--- config.mk ---
export PLATFORM = sky130hd
export DESIGN_NAME = gpio_periph
export DESIGN_NICKNAME = d
export VERILOG_FILES = /design/src/rtl/gpio_periph.sv
export SDC_FILE = /design/constraint.sdc
export NUM_CORES = 1
export LEC_CHECK = 0
export ABC_AREA = 1
export CAP_MARGIN = 15
export CELL_PAD_IN_SITES_DETAIL_PLACEMENT = 0
export CELL_PAD_IN_SITES_GLOBAL_PLACEMENT = 1
export CORE_MARGIN = 2
export CORE_UTILIZATION = 40
export CTS_CLUSTER_DIAMETER = 100
export CTS_CLUSTER_SIZE = 40
export DETAILED_ROUTE_END_ITERATION = 6
export DONT_BUFFER_PORTS = 1
export HOLD_SLACK_MARGIN = 0.06
export PLACE_DENSITY = 0.79
export REMOVE_ABC_BUFFERS = 1
export SLEW_MARGIN = 15
export SYNTH_ARGS = -nofsm -noshare
export SYNTH_HDL_FRONTEND = slang
export SYNTH_SLANG_ARGS = --single-unit
--- constraint.sdc ---
create_clock -name clk -period 2.2 [get_ports clk]
set_input_delay 0.66 -clock clk [delete_from_list [all_inputs] [get_ports clk]]
set_output_delay 0.66 -clock clk [all_outputs]
set_load 0.01 [all_outputs]
--- src/rtl/gpio_periph.sv ---
// gpio_periph: board-side GPIO endpoint.
// Switches pass through a two-flop synchronizer and a whole-vector debouncer
// before reaching the CPU. The CPU output word is shown in hex on an 8-digit
// multiplexed seven-segment display. The word is latched once per frame, so a
// frame never mixes two values.
module gpio_periph #(
   parameter int SCAN_DIV  = 1000,
   parameter int DB_CYCLES = 16
) (
   input  logic        clk,
   input  logic        rst,
   input  logic [17:0] sw,
   input  logic        disp_en,
   input  logic [31:0] gpio_out,
   output logic [31:0] gpio_in,
   output logic [6:0]  seg,
   output logic [7:0]  an
);

   localparam int CNT_W  = $clog2(DB_CYCLES);
   localparam int PCNT_W = $clog2(SCAN_DIV);
   localparam logic [CNT_W-1:0]  CNT_MAX  = CNT_W'(DB_CYCLES - 1);
   localparam logic [PCNT_W-1:0] PCNT_MAX = PCNT_W'(SCAN_DIV - 1);

   // Active-low segment pattern {g,f,e,d,c,b,a} for one hex nibble.
   function automatic logic [6:0] hex7(input logic [3:0] n);
      case (n)
         4'h0: hex7 = 7'b1000000;
         4'h1: hex7 = 7'b1111001;
         4'h2: hex7 = 7'b0100100;
         4'h3: hex7 = 7'b0110000;
         4'h4: hex7 = 7'b0011001;
         4'h5: hex7 = 7'b0010010;
         4'h6: hex7 = 7'b0000010;
         4'h7: hex7 = 7'b1111000;
         4'h8: hex7 = 7'b0000000;
         4'h9: hex7 = 7'b0010000;
         4'hA: hex7 = 7'b0001000;
         4'hB: hex7 = 7'b0000011;
         4'hC: hex7 = 7'b1000110;
         4'hD: hex7 = 7'b0100001;
         4'hE: hex7 = 7'b0000110;
         default: hex7 = 7'b0001110;
      endcase
   endfunction

   logic [17:0]       sync1_q, sync1_d, sync2_q, sync2_d, prev_q, prev_d;
   logic [17:0]       sw_stable_q, sw_stable_d;
   logic [CNT_W-1:0]  cnt_q, cnt_d;
   logic [PCNT_W-1:0] pcnt_q, pcnt_d;
   logic [2:0]        digit_q, digit_d;
   logic [31:0]       snap_q, snap_d;
   logic [7:0]        an_q, an_d;
   logic [6:0]        seg_q, seg_d;

   // Switch path: synchronize, then accept a level only once it has held for DB_CYCLES cycles.
   always_comb begin
      // NOTE: every output of this block gets a default first so no path leaves it unassigned (no latch).
      sync1_d     = sw;
      sync2_d     = sync1_q;
      prev_d      = sync2_q;
      sw_stable_d = sw_stable_q;
      cnt_d       = cnt_q;
      if (sync2_q != prev_q) begin
         cnt_d = '0;
      end else if (cnt_q == CNT_MAX) begin
         sw_stable_d = sync2_q;
      end else begin
         cnt_d = cnt_q + 1'b1;
      end
   end

   // Display path: prescaler, digit scan, per-frame snapshot and registered drive values.
   always_comb begin
      pcnt_d  = pcnt_q + 1'b1;
      digit_d = digit_q;
      snap_d  = snap_q;
      if (pcnt_q == PCNT_MAX) begin
         pcnt_d  = '0;
         digit_d = digit_q + 3'd1;
         if (digit_q == 3'd7) begin
            snap_d = gpio_out;
         end
      end
      an_d  = disp_en ? ~(8'b1 << digit_q) : 8'hFF;
      seg_d = disp_en ? hex7(snap_q[4*digit_q +: 4]) : 7'h7F;
   end

   // State registers; reset clears all debounce and scan progress.
   always_ff @(posedge clk or negedge rst) begin
      if (!rst) begin
         // NOTE: sequential state uses non-blocking assignment so every flop samples pre-edge values.
         sync1_q     <= '0;
         sync2_q     <= '0;
         prev_q      <= '0;
         sw_stable_q <= '0;
         cnt_q       <= '0;
         pcnt_q      <= '0;
         digit_q     <= '0;
         snap_q      <= '0;
         an_q        <= 8'hFF;
         seg_q       <= 7'h7F;
      end else begin
         sync1_q     <= sync1_d;
         sync2_q     <= sync2_d;
         prev_q      <= prev_d;
         sw_stable_q <= sw_stable_d;
         cnt_q       <= cnt_d;
         pcnt_q      <= pcnt_d;
         digit_q     <= digit_d;
         snap_q      <= snap_d;
         an_q        <= an_d;
         seg_q       <= seg_d;
      end
   end

   assign gpio_in = {14'b0, sw_stable_q};
   assign an      = an_q;
   assign seg     = seg_q;

endmodule
# [Word-level counts from Yosys, hierarchy flattened]
# Memory sizes are Yosys's and may differ from the RTL's.
# Cells that the tools add are included.
[word_totals] elab_cells=30 n_memories=1 register_bits=136 mem_bits_ro=112
[memory_table] memory="(name not given)" depth=16 width=7 read_ports=1 rd_clocked_by_memory_dff=0 write_ports=0 line="27" source="case (n)"
[op_classes] muxes=5 n_eq_ne=5 reduce_logical=2 shifts=2 bitwise_logic=2 add_sub_neg=3
[op_table] cell="indexed part select 32 x 6 -> 4 bit" n=1
[op_table] cell="!= test 18 bit" n=1
[op_table] cell="adder 10 x 1 -> 10 bit, second input constant" n=1
[op_table] cell="equality test 10 bit, second input constant" n=1
[op_table] cell="two-way mux 10 bit" n=1
[op_table] cell="two-way mux 4 bit" n=2
[op_table] cell="two-way mux 8 bit" n=1
[op_table] cell="inverter 8 bit" n=1
[op_table] cell="left shift 1 x 3 -> 8 bit, first input constant" n=1
[op_table] cell="two-way mux 7 bit" n=1
[op_table] cell="adder 4 x 1 -> 4 bit, second input constant" n=1
[op_table] cell="equality test 4 bit, second input constant" n=1
[op_table] cell="AND reduction 2 bit" n=2
[op_table] cell="adder 3 x 1 -> 3 bit, second input constant" n=1
[op_table] cell="equality test 3 bit, second input constant" n=1
[op_table] cell="!= test 2 bit, second input constant" n=1
[op_table] cell="inverter 1 bit" n=1

# [Depth between registers and ports, before layout]
# Gate-level depths: netlist (run 1).
[logic_depth] word_depth=3 mapped_depth=14

# [Worst setup path after synthesis (run 1)]
# OpenSTA, ideal clock, no wires.
[synth_path] path_type="register -> register" start="register digit_q[0]" end="register seg_q[2] (netlist: seg[2])" stages_incl_launch_ff=14 slack_ns=0.350 required_ns=2.136 arrival_time_ns=1.786 period_less_slack_ns=1.850 path_buffers=2 cell_sequence="dfrtp_1 -> buf_6 -> buf_6 -> nor2_1 -> nor2_1 -> o21ai_0 -> nand3_1 -> nand2_1 -> inv_1 -> ha_1 -> inv_1 -> nand3_1 -> or2_0 -> nand3_1"
[synth_between] elab_chain_len=3
[synth_rtl] item="start: declaration" line="51" source="logic [2:0] digit_q, digit_d;"
[synth_rtl] item="start signal: assignment" line="110" source="digit_q <= digit_d;"
[synth_rtl] item="indexed part select 32 x 6 -> 4 bit" line="86" source="seg_d = disp_en ? hex7(snap_q[4*digit_q +: 4]) : 7'h7F;"
[synth_rtl] item="memory (16 x 7 bit)"
[synth_rtl] item="two-way mux 7 bit" line="86"
[synth_rtl] item="named net seg_d[2]" line="54" source="logic [6:0] seg_q, seg_d;"
[synth_rtl] item="end signal: assignment" line="113" source="seg_q <= seg_d;"
[synth_rtl] item="end: declaration" line="54"
# The timed path passes the listed nets, and every way through them passes these cells.
# A chain may end at the register's enable or synchronous reset.

# [Final worst setup path (run 1)]
# Same ends and word-level chain as after synthesis.

==> impl_metrics.env, run 1 <==
export IMPL_wl_per_cell_um=13.56
export IMPL_p_comb_share_pct=1.4
export IMPL_n_antenna_cell=0
export IMPL_p_int_mw=5.164
export IMPL_syn_inst=639
export IMPL_instances_no_fill=840
export IMPL_cts_root_buf="clkbuf_16"
export IMPL_maxSlewViolCount=0
export IMPL_crit_type="reg -> reg"
export IMPL_required_ns=2.54
export IMPL_violations="hold timing"
export IMPL_die_h_um=125.5
export IMPL_coreArea_sq_mm=0.01448
export IMPL_dp_hpwl_mm=7.829
export IMPL_die_area_sq_mm=0.01574
export IMPL_routed_via_density=4.774
export IMPL_maxCapViolCount=0
export IMPL_cp_start_kind="flop"
export IMPL_p_seq_share_pct=41.4
export IMPL_synth_ff_type="dfrtp_1"
export IMPL_max_freq_ghz=0.5024
export IMPL_fin_area_sq_mm=0.006731
export IMPL_leakage_nw=3.376
export IMPL_crit_fanout=9
export IMPL_p_sw_mw=1.121
export IMPL_antenna_found_initial=0
export IMPL_finalNetCount=710
export IMPL_rsz0062_at_grt="false"
export IMPL_ant_nets=0
export IMPL_num_io_pins=100
export IMPL_grt_overflow_total=0
export IMPL_drive_gt1_share_pct=11.74
export IMPL_placed_cells=808
export IMPL_cts_inserted_buffers=17
export IMPL_period_share_pct=90.48
export IMPL_dieWidth_um=125.5
export IMPL_ys_ff_latch=136
export IMPL_arrival_ns=2.33
export IMPL_cts_max_level=4
export IMPL_drc=0
export IMPL_num_rows=44
export IMPL_clk_pin_slew_worst_paths_ns=0.06
export IMPL_cts_buffer_depth=2
export IMPL_place_congestion=0.7568
export IMPL_setup_viol=0
export IMPL_grtUsageMet3_pct=5.092
export IMPL_syn_cell_area_sq_mm=0.005901
export IMPL_track_usage_pct=15.41
export IMPL_synthTopCellsByArea="dfrtp_1 (51%), nand2_1 (14%), dfstp_2 (6.7%), nand3_1 (5.9%), inv_1 (3.2%)"
export IMPL_worst_pin_slew_ns=0.5412
export IMPL_end_kind="flop"
export IMPL_clock_sinks=136
export IMPL_clock_latency_ns=0.41
export IMPL_finClkSkew_ns=0.009709
export IMPL_syn_area_per_cell_sq_um=9.234
export IMPL_drt_first_pass_iters=4
export IMPL_area_growth_pct=14.08
export IMPL_grt_max_degree=137
export IMPL_synth_top_area_share_pct=51.31
export IMPL_ff2ff_setup_slack_ns=0.21
export IMPL_start_util_pct=40.75
export IMPL_numPortBuffers=0
export IMPL_vdd_ir_drop_max_mv=0.5047
export IMPL_whs_ns=-0.05060
export IMPL_grt_busiest_layer="met2"
export IMPL_wl_mm=11.39
export IMPL_min_path_type="in -> async"
export IMPL_num_vias=4010
export IMPL_grt_pass1_vias=4061
export IMPL_synthDistinctLibCells=34
export IMPL_ys_warn_count=0
export IMPL_grt_pass1_wl_mm=19.65
export IMPL_power_density_mw_per_mm2=933.6
export IMPL_slew_headroom_pct=63.79
export IMPL_postLayoutCoreUtil_pct=46.49
export IMPL_async_flop_share_pct=100.0
export IMPL_pwr_share_clk_pct=57.2
export IMPL_status="complete, but fails checks"
export IMPL_yosys_area_top_type="dfrtp_1"
export IMPL_use_met1_pct=19.24
export IMPL_cts_tree="done"
export IMPL_placed_cell_area_sq_mm=0.005969
export IMPL_met2_usage_pct=25.44
export IMPL_sw_frac_of_total_pct=17.84
export IMPL_period_minus_slack_ns=1.991
export IMPL_hold_viol=121
export IMPL_synth_edf_count=0
export IMPL_drt_iter0_markers=204
export IMPL_finalPower_mw=6.285
export IMPL_ys_seq_area_share_pct=57.99
## layout make-up
class | count | area, sq um
Fill cell | 1362 | 7747
Multi-Input combinational cell | 423 | 2036
Clock inverter | 11 | 287.8
Sequential cell | 136 | 3423
Tap cell | 184 | 230.2
Clock buffer | 21 | 470.5
Inverter | 55 | 209.0
Timing Repair Buffer | 10 | 75.07
## stage by stage
stage	TNS, ns	setup WS (ns)
floorplan	-3.354	-0.1048
global placement	0	0.2189
detailed placement	0	0.1303
CTS	0	0.08782
global route	0	0.04539
finish	0	0.2095
## power groups by stage
stage	logic (mW)	clock network, mW	registers (mW)
2_1_floorplan	0.0737	0	2.63
3_3_place_gp	0.0853	0	2.64
5_1_grt	0.101	3.80	2.61
4_1_cts	0.0885	3.68	2.60
3_5_place_dp	0.0877	0	2.65
6_report	0.0878	3.60	2.60
## logic make-up after synthesis
group / count (synthesis) / share of synthesized area [%]
simple gates: 364 / 27.12
flops: 136 / 57.99
buf+inv: 93 / 8.376
compound gates: 19 / 1.696
fa+ha+maj: 14 / 2.969
xor+xnor: 12 / 1.781
other cells: 1 / 0.06355
## metal layers
layer | up-vias | wire length, um
li1 | 1989 | -
met1 | 1927 | 4970
met2 | 85 | 5795
met3 | 9 | 520
met4 | 0 | 104
met5 | - | 0
## worst paths after layout
| path | start | end | cells after the start |
|---|---|---|---|
| worst max-delay path | digit_q[0]$_DFFE_PN0N_ | seg[2]$_DFF_PN1_ | 12 |
| worst min-delay path | rst | prev_d[3]$_DFF_PN0_ | 0 |
| worst max register to register | digit_q[0]$_DFFE_PN0N_ | seg[2]$_DFF_PN1_ | 12 |
| worst min register to register | sync1_q[10]$_DFF_PN0_ | prev_d[10]$_DFF_PN0_ | 0 |
| max in group asynchronous | rst | seg[0]$_DFF_PN1_ | 0 |
| min in group clk | sw[12] | sync1_q[12]$_DFF_PN0_ | 0 |
## cell usage in the layout (no fill, tap or decap), drive strengths merged
cell type  instances
dfrtp            121
clkinv             2
ha                14
xnor2              7
a211oi             1
o21bai             1
nor3b              1
nand2            222
nor2b              1
bufinv             9
clkbuf            21
nand3             73
nor2              43
buf               10
nor3               3
dfstp             15
o21ai             11
or2                1
inv               55
xor2               5
nand3b             1
conb              14
nand4             19
a21oi              6
## Yosys cell counts (4+ instances only)
cell	number
o21ai_0	9
nand3_1	69
nor2_1	37
xnor2_1	7
nand4_1	18
clkbuf_1	6
xor2_1	5
buf_4	21
ha_1	14
dfrtp_1	121
nand3_2	4
dfstp_2	15
a21oi_1	6
buf_6	8
inv_1	50
nand2_2	4
nand2_1	218
nor2_2	4
## critical path, cell delays in order, from the launching register on
cell     delay [ns]
dfrtp_2        0.47
buf_4          0.18
nor2_1         0.11
nor2_1         0.04
o21ai_0        0.07
nand3_1        0.10
nand2_2        0.13
inv_1          0.09
ha_1           0.22
inv_1          0.09
nand3_1        0.10
or2_0          0.23
nand3_1        0.08
## timing repair
item / in CTS / in global routing
endpoints found under the setup margin: 0 / 1
setup buffers: 0 / 0
hold endpoints to repair: 121 / 121
gates resized for setup: 0 / 2
## state kept, by name (all words and copies together) (netlist names), 7 cells and up
| name | cells |
|---|---|
| snap_q | 32 |
| prev_d | 18 |
| prev_q | 18 |
| sw_stable_q | 18 |
| sync1_q | 18 |
| pcnt_q | 10 |
| an | 8 |
| seg | 7 |
Power figures use the tool's default switching activity.
==> run 2, diff against run 1 <==
Settings changed: HOLD_SLACK_MARGIN 0.06 to default.
==> results of run 2 <==
No change in the layout: final DEF, timing and power equal those of run 1.
==> run 3, diff against run 2 <==
Settings changed: CTS_CLUSTER_SIZE 40 to default.
Clock period 2.2 ns to 1.9 ns, I/O delays scaled along.
==> impl_metrics.env, run 3 (synthesized netlist as in run 1, its figures left out) <==
export IMPL_cp_start_kind="flop"
export IMPL_grt_overflow_total=0
export IMPL_p_seq_share_pct=45.9
export IMPL_largest_reg_flops=32
export IMPL_required_ns=2.23
export IMPL_p_int_mw=5.262
export IMPL_hold_viol=121
export IMPL_numPortBuffers=0
export IMPL_maxCapViolCount=0
export IMPL_drc=0
export IMPL_antenna_found_initial=0
export IMPL_wl_per_cell_um=13.41
export IMPL_power_density_mw_per_mm2=981.4
export IMPL_wl_mm=11.38
export IMPL_dieWidth_um=125.5
export IMPL_ant_nets=0
export IMPL_ff_latch_area_sq_mm=0.003425
export IMPL_finalPower_mw=6.564
export IMPL_clock_sinks=136
export IMPL_die_h_um=125.5
export IMPL_rsz0062_at_grt="false"
export IMPL_vdd_ir_drop_max_mv=0.6367
export IMPL_whs_ns=-0.1491
export IMPL_grt_pass1_vias=4153
export IMPL_finalSetupTns_ns=0
export IMPL_cts_root_buf="clkbuf_16"
export IMPL_p_comb_share_pct=1.5
export IMPL_p_sw_mw=1.302
export IMPL_start_util_pct=40.75
export IMPL_routed_via_density=4.741
export IMPL_grt_pass1_wl_mm=20.09
export IMPL_coreArea_sq_mm=0.01448
export IMPL_num_rows=44
export IMPL_final_common_cell="nand2_1"
export IMPL_clk_pin_slew_worst_paths_ns=0.06
export IMPL_crit_fanout=6
export IMPL_pwr_share_clk_pct=52.6
export IMPL_period_share_pct=91.37
export IMPL_cts_tree="done"
export IMPL_clock_latency_ns=0.42
export IMPL_place_congestion=0.7508
export IMPL_violations="hold timing"
export IMPL_period_minus_slack_ns=1.736
export IMPL_n_antenna_cell=0
export IMPL_num_fill_cells=1360
export IMPL_setup_viol=0
export IMPL_area_growth_pct=13.36
export IMPL_multi_input_area_sq_mm=0.002048
export IMPL_maxSlewViolCount=0
export IMPL_track_usage_pct=15.68
export IMPL_cts_max_level=4
export IMPL_arrival_ns=2.07
export IMPL_status="complete, but fails checks"
export IMPL_finalNetCount=719
export IMPL_num_vias=4025
export IMPL_placed_cell_area_sq_mm=0.006007
export IMPL_mostFrequentLayoutCells="nand2_1 (216), dfrtp_1 (119), nand3_1 (69)"
export IMPL_end_kind="flop"
export IMPL_regMostFlops="snap_q"
export IMPL_drt_iter0_markers=197
export IMPL_drive_gt1_share_pct=13.68
export IMPL_die_area_sq_mm=0.01574
export IMPL_cts_buffer_depth=2
export IMPL_sw_frac_of_total_pct=19.83
export IMPL_max_freq_ghz=0.5760
export IMPL_cts_inserted_buffers=17
export IMPL_finClkSkew_ns=0.008441
export IMPL_min_path_type="in -> async"
export IMPL_leakage_nw=3.363
export IMPL_drt_first_pass_iters=4
export IMPL_num_io_pins=100
export IMPL_crit_type="reg -> reg"
export IMPL_fin_area_sq_mm=0.006689
export IMPL_dp_hpwl_mm=7.911
export IMPL_grt_max_degree=137
## run 3: what timing repair did
item                                    CTS  global route
pin swaps                                 0             2
setup buffers                             0             4
gates resized for setup                   1            10
endpoints found under the setup margin    1            54
hold endpoints to repair                127           125
## run 3: path summary, 6_finish.rpt
kind	from	to	slack, ns	cells past startpoint
max	digit_q[0]$_DFFE_PN0N_	seg[6]$_DFF_PN1_	0.16	12
min	rst	prev_q[0]$_DFF_PN0_	-0.15	0
max reg2reg	digit_q[0]$_DFFE_PN0N_	seg[6]$_DFF_PN1_	0.16	12
min reg2reg	sync1_q[10]$_DFF_PN0_	prev_d[10]$_DFF_PN0_	0.35	0
max in group asynchronous	rst	seg[0]$_DFF_PN1_	1.79	0
min in group clk	sw[3]	sync1_q[3]$_DFF_PN0_	0.18	0
## run 3: cell type report
class,instances,area share (%)
tap,184,3.442
multi-input combinational,423,30.62
timing repair buffer,19,2.189
inverter,55,3.124
clock buffer,20,6.828
clock inverter,12,2.600
sequential,136,51.20
## run 3: worst max-delay path, cell delays in order (launching register included)
cell and delay (ns):
dfrtp_2 0.45, buf_4 0.17, nand2_1 0.07, nand2_1 0.06, nand2_1 0.06, nand3_1 0.08, nand2_2 0.14, inv_1 0.09
ha_1 0.22, nand3_1 0.13, nand2_1 0.07, nand2_1 0.05, nand3_1 0.07
## run 3: through the flow
stage	instances	setup slack, ns	util, %
floorplan	614	-0.4048	-
global placement	813	0.08015	41.49
detailed placement	813	0.007097	41.49
CTS	845	0.03769	45.85
global route	849	0.005992	46.20
finish	849	0.1639	46.20
## run 3: power groups by stage
stage | logic (mW) | registers, mW | clock network [mW]
2_1_floorplan | 0.0853 | 3.05 | 0
3_3_place_gp | 0.0988 | 3.06 | 0
3_5_place_dp | 0.102 | 3.06 | 0
4_1_cts | 0.102 | 3.01 | 3.54
5_1_grt | 0.118 | 3.02 | 3.68
6_report | 0.102 | 3.01 | 3.45
## run 3: layer usage
layer	vias up	wire length [um]	track usage, %	share of wire [%]
li1	2009	-	-	-
met1	1910	5089	19.93	45
met2	94	5613	25.88	49
met3	12	576	4.964	5.1
met4	0	102	4.444	0.90
met5	-	0	0	0
